**config.mk**
```make
export PLATFORM = sky130hd
export DESIGN_NAME = uart_rx_deserializer
export DESIGN_NICKNAME = d
export VERILOG_FILES = /design/src/rtl/uart_rx_deserializer.sv
export SDC_FILE = /design/constraint.sdc
export NUM_CORES = 1
export LEC_CHECK = 0
export CAP_MARGIN = 0
export CORE_MARGIN = 4
export CORE_UTILIZATION = 50
export CTS_CLUSTER_DIAMETER = 40
export DETAILED_ROUTE_END_ITERATION = 10
export PLACE_DENSITY = 0.71
export SYNTH_ARGS = -nofsm -noshare
export SYNTH_HDL_FRONTEND = slang
export SYNTH_SLANG_ARGS = --single-unit
export TNS_END_PERCENT = 20
```
**constraint.sdc**
```tcl
create_clock -name CLK -period 2.62 [get_ports CLK]
set_input_delay 0.262 -clock CLK [delete_from_list [all_inputs] [get_ports CLK]]
set_output_delay 0.262 -clock CLK [all_outputs]
set_load 0.03 [all_outputs]
```
**src/rtl/uart_rx_deserializer.sv**
```systemverilog
// uart_rx_deserializer
// Recovers 8N1 / 8E1 / 8O1 frames from the debounced, CLK-synchronous RX line.
// Each bit is sampled in its middle: the start bit is confirmed HALF cycles
// after the falling edge, and every later bit is sampled CLK_DIV cycles after
// the previous sample. The received byte is presented with a one-cycle
// strobe, together with frame and parity error flags that hold until the
// next strobe.

module uart_rx_deserializer #(
  parameter int CLK_FREQ  = 50000000,
  parameter int BAUD_RATE = 115200,
  parameter int PARITY    = 0          // 0 = none, 1 = even, 2 = odd
) (
  input  logic       CLK,
  input  logic       RST,
  input  logic       RXD,
  output logic [7:0] DOUT,
  output logic       DOUT_VLD,
  output logic       FRAME_ERROR,
  output logic       PARITY_ERROR,
  output logic       RX_BUSY
);

  // Bit timing derived from the clock and the baud rate.
  localparam int CLK_DIV = CLK_FREQ / BAUD_RATE;
  localparam int CNT_W   = $clog2(CLK_DIV);
  localparam int HALF    = CLK_DIV / 2;

  // Terminal counts for the start-bit check and for one full bit period.
  localparam logic [CNT_W-1:0] HALF_M1 = CNT_W'(HALF - 1);
  localparam logic [CNT_W-1:0] DIV_M1  = CNT_W'(CLK_DIV - 1);

  // Parity mode as a 2-bit code for the checker function.
  localparam logic [1:0] PAR_MODE = 2'(PARITY);

  typedef enum logic [2:0] {
    ST_IDLE   = 3'd0,
    ST_START  = 3'd1,
    ST_DATA   = 3'd2,
    ST_PARITY = 3'd3,
    ST_STOP   = 3'd4
  } state_t;

  state_t           state_r;
  logic [CNT_W-1:0] clk_cnt_r;
  logic [2:0]       bit_cnt_r;
  logic [7:0]       shreg_r;
  logic             par_err_r;
  logic [7:0]       dout_r;
  logic             dout_vld_r;
  logic             frame_err_r;
  logic             parity_err_r;
  logic             busy_r;

  // Parity check of the received byte against the received parity bit.
  // Even mode: the nine bits must contain an even number of ones.
  // Odd mode: the nine bits must contain an odd number of ones.
  // With parity disabled no error can ever be reported.
  function automatic logic parity_err(input logic [7:0] data,
                                      input logic       pbit,
                                      input logic [1:0] mode);
    logic err_s;
    case (mode)
      2'd1:    err_s = ^{data, pbit};
      2'd2:    err_s = ~^{data, pbit};
      default: err_s = 1'b0;
    endcase
    return err_s;
  endfunction

  // Receive FSM: bit timing, shifting, error capture and registered outputs.
  always_ff @(posedge CLK or posedge RST) begin
    if (RST) begin
      state_r      <= ST_IDLE;
      clk_cnt_r    <= '0;
      bit_cnt_r    <= 3'd0;
      shreg_r      <= 8'h00;
      par_err_r    <= 1'b0;
      dout_r       <= 8'h00;
      dout_vld_r   <= 1'b0;
      frame_err_r  <= 1'b0;
      parity_err_r <= 1'b0;
      busy_r       <= 1'b0;
    end else begin
      // The strobe is a single-cycle pulse unless the stop bit is taken below.
      dout_vld_r <= 1'b0;
      case (state_r)
        ST_IDLE: begin
          // A low line is a candidate start edge; it is confirmed at mid-bit.
          if (!RXD) begin
            state_r   <= ST_START;
            clk_cnt_r <= '0;
            busy_r    <= 1'b1;
          end else begin
            clk_cnt_r <= '0;
            busy_r    <= 1'b0;
          end
        end

        ST_START: begin
          if (clk_cnt_r == HALF_M1) begin
            clk_cnt_r <= '0;
            if (!RXD) begin
              // Still low in the middle of the start bit: a real frame.
              state_r   <= ST_DATA;
              bit_cnt_r <= 3'd0;
            end else begin
              // The low was too short to be a start bit: silently drop it.
              state_r <= ST_IDLE;
              busy_r  <= 1'b0;
            end
          end else begin
            clk_cnt_r <= clk_cnt_r + CNT_W'(1);
          end
        end

        ST_DATA: begin
          if (clk_cnt_r == DIV_M1) begin
            clk_cnt_r          <= '0;
            shreg_r[bit_cnt_r] <= RXD;
            bit_cnt_r          <= bit_cnt_r + 3'd1;
            if (bit_cnt_r == 3'd7) begin
              state_r <= (PARITY != 0) ? ST_PARITY : ST_STOP;
            end else begin
              state_r <= ST_DATA;
            end
          end else begin
            clk_cnt_r <= clk_cnt_r + CNT_W'(1);
          end
        end

        ST_PARITY: begin
          if (clk_cnt_r == DIV_M1) begin
            clk_cnt_r <= '0;
            par_err_r <= parity_err(shreg_r, RXD, PAR_MODE);
            state_r   <= ST_STOP;
          end else begin
            clk_cnt_r <= clk_cnt_r + CNT_W'(1);
          end
        end

        ST_STOP: begin
          if (clk_cnt_r == DIV_M1) begin
            // Deliver the byte even when the stop bit is bad; the flag says so.
            clk_cnt_r    <= '0;
            dout_r       <= shreg_r;
            frame_err_r  <= ~RXD;
            parity_err_r <= par_err_r;
            dout_vld_r   <= 1'b1;
            state_r      <= ST_IDLE;
            busy_r       <= 1'b0;
          end else begin
            clk_cnt_r <= clk_cnt_r + CNT_W'(1);
          end
        end

        default: begin
          state_r   <= ST_IDLE;
          clk_cnt_r <= '0;
          busy_r    <= 1'b0;
        end
      endcase
    end
  end

  assign DOUT         = dout_r;
  assign DOUT_VLD     = dout_vld_r;
  assign FRAME_ERROR  = frame_err_r;
  assign PARITY_ERROR = parity_err_r;
  assign RX_BUSY      = busy_r;

endmodule

```
==> flow_metrics.env <==
export IMPL_crit_type="flop to flop"
export IMPL_routed_wl_mm=2.817
export IMPL_cpPeakStageDelay_ns=0.43
export IMPL_die_y_um=66.38
export IMPL_final_max_slew_viol_count=0
export IMPL_crit_chain="inv_1, ha_1, and4bb_4, nand3_4, nor4_1, mux2_2"
export IMPL_track_usage_pct=15.70
export IMPL_crit_required_ns=2.84
export IMPL_regToRegSetupSlack_ns=0.74
export IMPL_cpMaxStageDelayCell="dfrtp_1"
export IMPL_drt_vias_per_instance=5.396
export IMPL_synth_avg_cell_area_um2=12.09
export IMPL_clock_latency_ns=0.33
export IMPL_gp_congestion=0.8750
export IMPL_numCtsBuffers=5
export IMPL_antenna_found_initial=0
export IMPL_dr_pass1_iters=6
export IMPL_r2r_start="clk_cnt_r[1]$_DFF_PP0_"
export IMPL_synthesis_instances=141
export IMPL_clock_sinks=34
export IMPL_synth_main_ff_cell="dfrtp_1"
export IMPL_core_um2=3153
export IMPL_area_growth_pct=13.88
export IMPL_synthTopCellsByArea="dfrtp_1 (50%), mux2_4 (6.2%), ha_1 (3.7%)"
export IMPL_rows=20
export IMPL_synth_ff_latch_count=34
export IMPL_grt_overflow=0
export IMPL_syn_nets=149
export IMPL_hpwl_mm=1.978
export IMPL_total_power_w=0.0008981
export IMPL_clk_pin_slew_ns=0.10
export IMPL_die_area_um2=4406
export IMPL_cts_root_buf="clkbuf_4"
export IMPL_clock_path_buffers=2
export IMPL_cts_setup_buffers=0
export IMPL_synth_seq_area_share_pct=49.93
export IMPL_insertedDiodeCount=0
export IMPL_die_w_um=66.38
export IMPL_grt_pass1_vias=1172
export IMPL_antenna_left=0
export IMPL_layout_min_cycle_time_ns=1.875
export IMPL_yosysTopAreaCellShare_pct=49.93
export IMPL_fmax_ghz=0.5333
export IMPL_final_common_cell="dfrtp_1"
export IMPL_drc=0
export IMPL_end_kind="flop"
export IMPL_syn_cell_area_um2=1704
export IMPL_layout_common_cells="dfrtp_1 (34), nor2_1 (14), clkdlybuf4s50_1 (13)"
export IMPL_start_util_pct=54.05
export IMPL_timing_setup_tns_ns=0
export IMPL_drtIter0Drc=37
export IMPL_synth_edf_count=0
export IMPL_p_leak_nw=0.8952
export IMPL_io_buffers=13
export IMPL_r2r_cells=6
export IMPL_synth_top_area_cell="dfrtp_1"
export IMPL_critPathMaxFanout=10
export IMPL_num_nets_final=165
export IMPL_postSynth_asyncResetShare_pct=100.0
export IMPL_power_density_nw_per_um2=462.8
export IMPL_yosys_cell_types_count=44
export IMPL_outcome="finished, final reports clean"
export IMPL_nFillCells=274
export IMPL_dr_total_vias=1090
export IMPL_yosysWarnings=0
export IMPL_cp_arrival_ns=2.10
export IMPL_wl_per_cell_um=13.95
export IMPL_htree_num_levels=2
export IMPL_cts_hold_buffers=0
export IMPL_cts_resized=0
export IMPL_finClkSkew_ns=0.007709
export IMPL_rsz0062_at_grt="no"
export IMPL_finalCritPeriodShare_pct=71.57
export IMPL_critPathLaunchType="flop"
export IMPL_drive_gt1_share_pct=18.99
export IMPL_peakVddDrop_mv=0.2686
export IMPL_grt_first_pass_wirelength_mm=5.292
export IMPL_tritoncts="built"
export IMPL_hold_viol_final=0
export IMPL_setup_viol=0
export IMPL_io_pins=15
export IMPL_min_path_type="input pin to async pin"
export IMPL_maxCapViolCount=0
export IMPL_worstReg2RegEnd="shreg_r[5]$_DFFE_PP0P_"
export IMPL_grt_max_degree=35
layer usage:
| layer | vias up | wire length [µm] | track usage (%) |
|---|---|---|---|
| met4 | 0 | 43 | 6.091 |
| met1 | 534 | 1263 | 17.88 |
| met5 | - | 0 | 0 |
| met2 | 23 | 1402 | 27.01 |
| li1 | 528 | - | - |
| met3 | 5 | 108 | 5.102 |
sequential cells by signal (all words and copies together) (netlist names):
name,cells
DOUT,8
DOUT_VLD,1
FRAME_ERROR,1
RX_BUSY,1
bit_cnt_r,3
clk_cnt_r,9
shreg_r,8
state_r,3
worst max-delay path by stage:
stage                                start                endpoint  depth (start not counted)
finish              clk_cnt_r[1]$_DFF_PP0_  shreg_r[5]$_DFFE_PP0P_                          6
global route        clk_cnt_r[1]$_DFF_PP0_  shreg_r[5]$_DFFE_PP0P_                          6
CTS                 clk_cnt_r[1]$_DFF_PP0_  shreg_r[5]$_DFFE_PP0P_                          6
detailed placement  clk_cnt_r[1]$_DFF_PP0_  shreg_r[5]$_DFFE_PP0P_                          6
global placement    clk_cnt_r[1]$_DFF_PP0_  shreg_r[5]$_DFFE_PP0P_                          6
floorplan           clk_cnt_r[1]$_DFF_PP0_  shreg_r[3]$_DFFE_PP0P_                          6
cell families after synthesis:
family | Yosys count | share of synthesized area [%]
simple gates | 51 | 19.24
flops | 34 | 49.93
mux | 19 | 13.88
compound gates | 12 | 5.873
buf+inv | 12 | 3.597
xor+xnor | 7 | 3.598
fa+ha+maj | 5 | 3.671
other cells | 1 | 0.2201
area by class of cell:
type | instances | area [µm²] | share of cell area, %
Clock buffer | 8 | 78.83 | 4.062
Inverter | 7 | 26.28 | 1.354
Sequential cell | 34 | 850.8 | 43.84
Timing Repair Buffer | 14 | 137.6 | 7.092
Multi-Input combinational cell | 95 | 792.0 | 40.81
Tap cell | 44 | 55.05 | 2.837
critical path: cells and delay by family, from the launching register on:
kind / cells / cell delay [ns]
mux: 1 / 0.38
fa+ha+maj: 1 / 0.15
flops: 1 / 0.43
simple gates: 3 / 0.73
buf+inv: 1 / 0.09
cells in the mapped netlist (2+ instances only):
master   count
nand3_1      2
ha_1         5
a21oi_1      3
nor4_1       6
buf_4        2
xnor2_1      2
nor3_1       2
mux2_4       7
nor2_1      14
mux2i_1      3
nor3b_4      2
nand4_1      3
mux2_2       5
xor2_1       5
inv_1        7
dfrtp_1     34
mux2_1       4
o31ai_1      2
nand2_1      7
and2_1       2
stage by stage:
| step | setup slack, ns | instances | area, µm² | hold slack [ns] | util, % |
|---|---|---|---|---|---|
| after floorplan | 0.9767 | 141 | 1704 | 0.4036 | - |
| after global placement | 0.7837 | 194 | 1862 | 0.4621 | 59.05 |
| after CTS | 0.7448 | 202 | 1941 | 0.3106 | 61.55 |
| after detailed placement | 0.7612 | 194 | 1862 | 0.4700 | 59.05 |
| final | 0.7449 | 202 | 1941 | 0.3089 | 61.55 |
| after global routing | 0.6495 | 202 | 1941 | 0.3571 | 61.55 |
where the power goes:
group | switching (W) | total (W) | internal (W)
combinational | 0.0000156 | 0.0000213 | 0.00000573
sequential | 0.0000000000000984 | 0.000524 | 0.000524
clock | 0.000169 | 0.000352 | 0.000183
(Power assumes the default switching activity.)
==> RTL change (same flow settings) <==
Change the parameter `CLK_FREQ` from 50000000 to 12500000.
--- a/src/rtl/uart_rx_deserializer.sv
+++ b/src/rtl/uart_rx_deserializer.sv
@@ -8,5 +8,5 @@
 
 module uart_rx_deserializer #(
-  parameter int CLK_FREQ  = 50000000,
+  parameter int CLK_FREQ  = 12500000,
   parameter int BAUD_RATE = 115200,
   parameter int PARITY    = 0          // 0 = none, 1 = even, 2 = odd
Function: no difference found for any inputs over 10 cycles, from zero or initial values and one cycle with RST high; that may be too few to reach the edited logic, so the function may still have changed.
==> RTL change against the unedited design <==
Critical path depth shrank 3; highest routed layer unchanged; sequential power down 4.2%; total power fell by 0.94%; clock power grew 3%; cell area fell by 9.3%; via count decreased by 5.1%; setup slack better by 91 ps; synthesized area decreased by 9.3%; utilization increased by 0.16 points; synthesized cell count fell by 3.5%; sequential cell count shrank 2; wire length shrank 4.9%.
==> RTL change: results (changes against the unedited design) <==
[synth]
synthTopCellsByArea=dfrtp_1 (52%), mux2_2 (8.7%), nor2_1 (3.9%), ha_1 (3.2%), nand2_1 (2.9%)
synth_common_cells=dfrtp_1 (32), nor2_1 (16), mux2_2 (12), nand2_1 (12), inv_1 (7)
ys_types=40  ; -9.1%
postSynth.asyncResetShare_pct=100  ; unchanged
ys_warn_count=0  ; unchanged
syn_nets=143  ; -4.0%
seq_area_frac_synth_pct=51.8  ; +1.9 points

[power_and_ir_drop]
ir_drop_v=0.000267  ; -0.65%
leakagePower_nw=0.785  ; -12%

[global_routing]
grt_pass1_vias=1078  ; -8.0%
grt_use_total_pct=15.5  ; -0.24 points
grt_pass1_wl_um=4820  ; -9.0%
grt_start_max_net_pins=33  ; -5.7%

[detailed_routing]
firstDrtPassIters=4  ; -2
viasPerCell=5.62  ; +4.1%
wl_um=2680  ; -4.9%
drt_iter0_markers=41  ; +11%

[sta]
fin_hold_ws_ps=299  ; -9.91 ps
setup-violations-final=0  ; unchanged
fin_skew_ps=8.79  ; +1.08 ps
slew-limit-headroom_pct=65.3

[worst_setup_path]
path_max_fanout=11  ; +1
r2r_setup_slack_ps=840  ; +90 ps
arrival_ps=2000  ; -100 ps

[place]
place_congestion=0.777  ; -11%
hpwl_um=1910  ; -3.5%

[cells_and_area]
n_antenna_cell=0  ; unchanged
drive_gt1_share_pct=17.6  ; -1.3 points
n_fill_cell=238  ; -13%
fin_nets=159  ; -3.6%

[clocking]
ctsResizeCount=0  ; unchanged

[run_status]
status=finished, final reports clean

[RTL change: path summary, 6_finish.rpt]
check / end / cells past startpoint / from
worst max-delay path: DOUT[7] / 3 / state_r[2]
worst min-delay path: clk_cnt_r[5] / 3 / RST
worst max register to register: DOUT[7] / 3 / state_r[2]
worst min register to register: clk_cnt_r[0] / 1 / clk_cnt_r[0]
max in group asynchronous: DOUT[7] / 3 / RST
min in group CLK: clk_cnt_r[0] / 1 / clk_cnt_r[0]
[RTL change: area by class of cell]
class                      count  area share (%)
sequential                    32            45.5
multi-input combinational     92            38.7
timing repair buffer          14            7.82
clock buffer                   6            2.35
tap                           31            2.20
clock inverter                 2            1.99
inverter                       7            1.49
[RTL change: logic make-up after synthesis]
kind of cell             synth area share [%]
flip-flops                               51.8
AND/OR/NAND/NOR                          17.9
multiplexers                             13.2
adder cells (fa/ha/maj)                  3.24
AO/OA/AOI/OAI                            6.63
XOR/XNOR                                 2.83
other                                   0.242
buffers and inverters                    4.21
[RTL change: where the power goes]
part / total, mW / switching (mW) / internal [mW]
Combinational: 0.0242 / 0.0157 / 0.00849
Clock: 0.364 / 0.164 / 0.200
Sequential: 0.502 / 0.00262 / 0.499
Total: 0.890 / 0.182 / 0.707
[RTL change: critical path, stage by stage, from the launching register on]
cell     delay, ps
dfrtp_1        520
nor3b_1        290
nand3_1        430
mux2_2         430
[RTL change: routing by layer]
layer	global-route usage (%)	wire, um
met4	7.28	51
met3	5.68	127
met2	24.1	1200
met1	18.9	1300
met5	0	0
[RTL change: per-stage QoR]
step,setup WS [ps],std cells,instance area (um^2)
detailed placement,814,176,1680
CTS,780,184,1760
finish,836,184,1760
global route,701,184,1760
global placement,893,176,1680
floorplan,1070,136,1550
